**src/rtl/regfile_read_stage.sv**
```systemverilog
// regfile_read_stage: 32 x XLEN register file with write-back port, RV32I
// operand decode, and a one-deep registered valid/ready operand stage.
// Operands are bypassed from the same-cycle write at accept and refreshed
// while a bundle is stalled, so a bundle always leaves with current values.
module regfile_read_stage #(
  parameter int XLEN  = 32,
  parameter int NREGS = 32,
  localparam int AW   = $clog2(NREGS)
) (
  input  logic            clk,
  input  logic            reset,
  input  logic            in_valid,
  output logic            in_ready,
  input  logic [31:0]     instr,
  input  logic            wr_en,
  input  logic [AW-1:0]   wr_addr,
  input  logic [XLEN-1:0] wr_data,
  output logic            out_valid,
  input  logic            out_ready,
  output logic [6:0]      out_opcode,
  output logic [4:0]      out_rd,
  output logic [XLEN-1:0] out_rs1_data,
  output logic [XLEN-1:0] out_rs2_data
);

  typedef struct packed {
    logic [6:0]      opcode;
    logic [4:0]      rd;
    logic [AW-1:0]   rs1;
    logic [AW-1:0]   rs2;
    logic            use1;
    logic            use2;
    logic [XLEN-1:0] d1;
    logic [XLEN-1:0] d2;
  } bundle_t;

  logic [XLEN-1:0] r_regs [NREGS];
  bundle_t         r_out;
  logic            r_vld;

  logic            w_use1, w_use2;
  logic [AW-1:0]   w_rs1, w_rs2;
  logic            w_wr_ok;
  logic            w_accept, w_fire;
  logic [XLEN-1:0] w_rd1, w_rd2;
  bundle_t         w_new;
  logic            w_unused;

  assign w_rs1    = instr[15 +: AW];
  assign w_rs2    = instr[20 +: AW];
  assign w_wr_ok  = wr_en && (wr_addr != '0);
  assign in_ready = !r_vld || out_ready;
  assign w_accept = in_valid && in_ready;
  assign w_fire   = r_vld && out_ready;
  assign w_unused = &{1'b0, instr[31:25], instr[14:12]};

  // Which source fields the opcode actually reads
  always_comb begin
    w_use1 = 1'b0;
    w_use2 = 1'b0;
    unique case (instr[6:0])
      7'b0110011, 7'b0100011, 7'b1100011: begin w_use1 = 1'b1; w_use2 = 1'b1; end
      7'b0010011, 7'b0000011, 7'b1100111: w_use1 = 1'b1;
      default: ;
    endcase
  end

  // Array read with same-cycle write bypass; x0 and unused fields read as 0
  always_comb begin
    w_rd1 = '0;
    w_rd2 = '0;
    if (w_use1 && w_rs1 != '0) w_rd1 = (w_wr_ok && wr_addr == w_rs1) ? wr_data : r_regs[w_rs1];
    if (w_use2 && w_rs2 != '0) w_rd2 = (w_wr_ok && wr_addr == w_rs2) ? wr_data : r_regs[w_rs2];
  end

  // Bundle captured on accept
  always_comb begin
    w_new        = '0;
    w_new.opcode = instr[6:0];
    w_new.rd     = instr[11:7];
    w_new.rs1    = w_rs1;
    w_new.rs2    = w_rs2;
    w_new.use1   = w_use1;
    w_new.use2   = w_use2;
    w_new.d1     = w_rd1;
    w_new.d2     = w_rd2;
  end

  // Register array write port; x0 is never written
  always_ff @(posedge clk or negedge reset) begin
    if (!reset) begin
      for (int i = 0; i < NREGS; i++) r_regs[i] <= '0;
    end else if (w_wr_ok) begin
      r_regs[wr_addr] <= wr_data;
    end
  end

  // Output stage: load on accept, drop on bare fire, refresh while stalled
  always_ff @(posedge clk or negedge reset) begin
    if (!reset) begin
      r_vld <= 1'b0;
      r_out <= '0;
    end else if (w_accept) begin
      r_vld <= 1'b1;
      r_out <= w_new;
    end else if (w_fire) begin
      r_vld <= 1'b0;
    end else if (r_vld && w_wr_ok) begin
      if (r_out.use1 && r_out.rs1 == wr_addr) r_out.d1 <= wr_data;
      if (r_out.use2 && r_out.rs2 == wr_addr) r_out.d2 <= wr_data;
    end
  end

  assign out_valid    = r_vld;
  assign out_opcode   = r_out.opcode;
  assign out_rd       = r_out.rd;
  assign out_rs1_data = r_out.d1;
  assign out_rs2_data = r_out.d2;

endmodule

```
**config.mk**
```make
export PLATFORM = sky130hd
export DESIGN_NAME = regfile_read_stage
export DESIGN_NICKNAME = d
export VERILOG_FILES = /design/src/rtl/regfile_read_stage.sv
export SDC_FILE = /design/constraint.sdc
export NUM_CORES = 2
export LEC_CHECK = 0
export ABC_CLOCK_PERIOD_IN_PS = 3200
export CAP_MARGIN = 20
export CORE_MARGIN = 1
export CORE_UTILIZATION = 35
export DETAILED_ROUTE_END_ITERATION = 12
export PLACE_DENSITY_LB_ADDON = 0.15
export SKIP_LAST_GASP = 1
export SLEW_MARGIN = 15
export SYNTH_ARGS = -nofsm -noshare
export SYNTH_HDL_FRONTEND = slang
export SYNTH_SLANG_ARGS = --single-unit
```
**constraint.sdc**
```tcl
create_clock -name clk -period 3.2 [get_ports clk]
set_input_delay 0.64 -clock clk [delete_from_list [all_inputs] [get_ports clk]]
set_output_delay 0.64 -clock clk [all_outputs]
set_load 0.02 [all_outputs]
```
==> impl_results.md <==
- Number of nets in the layout: 4381
- Final setup viols: 0
- Ys Warns: 0
- Root Driver: clkbuf_16
- Setup WS pre-CTS: -0.2115 ns
- Critical Path AT: roughly 2.2 ns
- Worst Path Required: 2.56 ns
- Post-Syn Area: 58810 sq um
- GR Util All Layers: 26.33%
- Outcome: complete, no violations
- Max Slew Vio Count: 0
- Die ar.: approximately 170000 sq um
- Clk slew on worst S/H paths: 0.06 ns
- TritonCTS clock tree: done
- Placed cell count: 6371
- Num CTS Buffers: 137
- Die W: 411.9 um
- H-tree levels: 4
- GRT overflow: 0
- Async set-reset flop share out of synthesis: 100.0%
- Initial antenna violation count: 4
- Tot Pwr: 42770 uW
- HP Class: in -> reg
- Vias per inst: 5.961
- RSZ-0062 raised after global routing: no
- Area of the multi-input gates: 28850 sq um
- Power Density: 609.0 nW/um^2
- FMAX: approximately 350 MHz
- Layout Cells excl Fill: 6611
- GP Congestion: 0.8182
- Fillcell total: 15407
- Fin. Hold Viols: 0
- Layout cells sized above 1: between 40% and 50%
- # IOs: 152
- Crit Path Category: reg -> out
- Unique masters post-synth: 52
- CTS Buffer Depth: 3
- Top-count cell post-synth: dfrtp_1
- Initial core utilization: approximately a third
- FF+latch area: roughly 28000 sq um
- Final min period: 2.831 ns
- Syn Inst Count: 4169
- Post-detailed-route wirelength per cell: 33.50 um
- CP Capture Type: output pin
- Syn_nets: 4243
- Final HPWL DP: 140.2 mm
- # Post-CTS Setup Buffers: 0
- Seq/Total Area, Yosys: 47.36%
- Period utilisation layout: 88.45%
- CP Max Fanout: 4
- Remaining DRCs: 0
- Antenna violation net count after detailed routing: 0
- Final wirelength: 221.5 mm
- Port buffer count: 141
- Clk_lat worst skew: 0.80 ns
- Top post-synthesis cells by area: dfrtp_1 (47%), mux2_2 (19%), mux4_2 (16%)
- Most instantiated cells after synthesis: dfrtp_1 (1113), mux2_2 (1000), mux4_2 (417)
- Worst path setup slack after routing: 0.3695 ns
- Yosys top cell by area: dfrtp_1
- Largest net degree at the start of global routing: about 100
- Slew HR: 39.29%
- Clock sinks: 1113
- Max Cap Viol: 0
- Global-route wire length before repair: ~320 mm
- Top FF cell, synth: dfrtp_1
- Setup crit start kind: flop
- Measured slew at the worst slew-check pin: 0.9078 ns
- Max VDD drop: between 0.6 and 0.7 mV
- Row Count: 150
- Iteration-0 DRC Markers: 3604
- Total vias in the final route: slightly below 40000
- First drt pass iteration count: 6
- Number of flops mapped to enable cells by yosys: 0
- Core area: between 150000 and 200000 sq um
- Leakage power: 0.03054 uW
- Die Ht: 411.9 um
- Synth top area share: 47.36%
- Seq cells post-synth: 1113
- Mean post-synth cell area: approximately 14 sq um
- Number of global-route vias before repair: 40848
- Final Skew: 0.02734 ns
- Synth-to-layout area growth: 19.43%
power breakdown:
part	switching [uW]	internal (uW)	total, uW
Sequential	1960	16600	18600
Clock	6480	9480	16000
Combinational	3350	4870	8220
Total	11800	31000	42800
per-layer routing:
metal	GRT usage, %	part of all wire, %	vias to the layer above
met4	8.570	3.2	6
met3	4.001	5.5	365
met1	37.43	45	21547
li1	-	-	16129
met5	0	0.016	-
met2	41.16	46	1360
timing repair:
item,in CTS,in global routing
hold buffers,1,0
endpoints found under the hold margin,17,0
resized for setup,0,0
cell type report:
class	count	share of cell area (%)
antenna	1	0.003563
sequential	1113	39.65
timing repair buffer	527	8.823
inverter	3	0.01959
tap	2204	3.926
multi-input combinational	2525	41.07
clock buffer	202	5.745
clock inverter	36	0.7606
state kept, by name, summed over array words and instances (netlist names):
name          cells
out_rs1_data     32
out_rs2_data     32
out_rd            5
r_out            12
r_regs         1024
out_opcode        7
out_valid         1
through the flow:
| step | hold slack [ns] | cell area [sq um] | utilization (%) | setup TNS, ns |
|---|---|---|---|---|
| 6_report | 0.2107 | 70240 | 42.05 | 0 |
| 5_1_grt | 0.1981 | 70240 | 42.05 | 0 |
| 4_1_cts | 0.1529 | 70240 | 42.05 | 0 |
| 3_5_place_dp | 0.3865 | 65660 | 39.31 | -4.957 |
| 3_3_place_gp | 0.3842 | 65630 | 39.29 | -1.837 |
| 2_1_floorplan | 0.3444 | 58810 | - | 0 |
critical path: stages (launching register included):
cell	delay, ns
dfrtp_1	0.37
nor2b_1	0.13
buf_4	0.16
inv_1	0.12
clkdlybuf4s50_1	0.64
logic make-up after synthesis:
group,Yosys count,synth area share [%]
flops,1113,47.36
buf+inv,531,4.217
simple gates,403,3.098
mux,1704,40.00
compound gates,398,5.027
xor+xnor,20,0.2979
cells in the final DEF, fill, tap and decap left out, types with 43 or more instances in the layout:
cell / Yosys / final
buf_12: 0 / 148
nand2_1: 215 / 199
nand3_1: 49 / 49
mux2i_1: 287 / 287
clkdlybuf4s50_1: 0 / 130
a21oi_1: 76 / 76
dfrtp_1: 1113 / 1113
a221o_1: 43 / 43
a22oi_1: 87 / 87
mux4_2: 417 / 417
buf_4: 85 / 240
clkbuf_16: 0 / 139
mux2_2: 1000 / 1000
final timing paths:
| check | end | depth (start not counted) | start | slack [ns] |
|---|---|---|---|---|
| max | in_ready | 4 | out_valid$_DFFE_PN0P_ | 0.37 |
| min in group asynchronous | r_regs[394]$_DFFE_PN0P_ | 2 | reset | 0.49 |
| max reg2reg | out_rs2_data[3]$_DFFE_PN0P_ | 10 | out_valid$_DFFE_PN0P_ | 0.38 |
| min | r_out[67]$_DFFE_PN0N_ | 3 | instr[21] | 0.21 |
| max in group asynchronous | r_regs[89]$_DFFE_PN0P_ | 3 | reset | 1.61 |
| min reg2reg | r_regs[1000]$_DFFE_PN0P_ | 0 | r_regs[1000]$_DFFE_PN0P_ | 0.40 |
(Power assumes the default switching activity.)
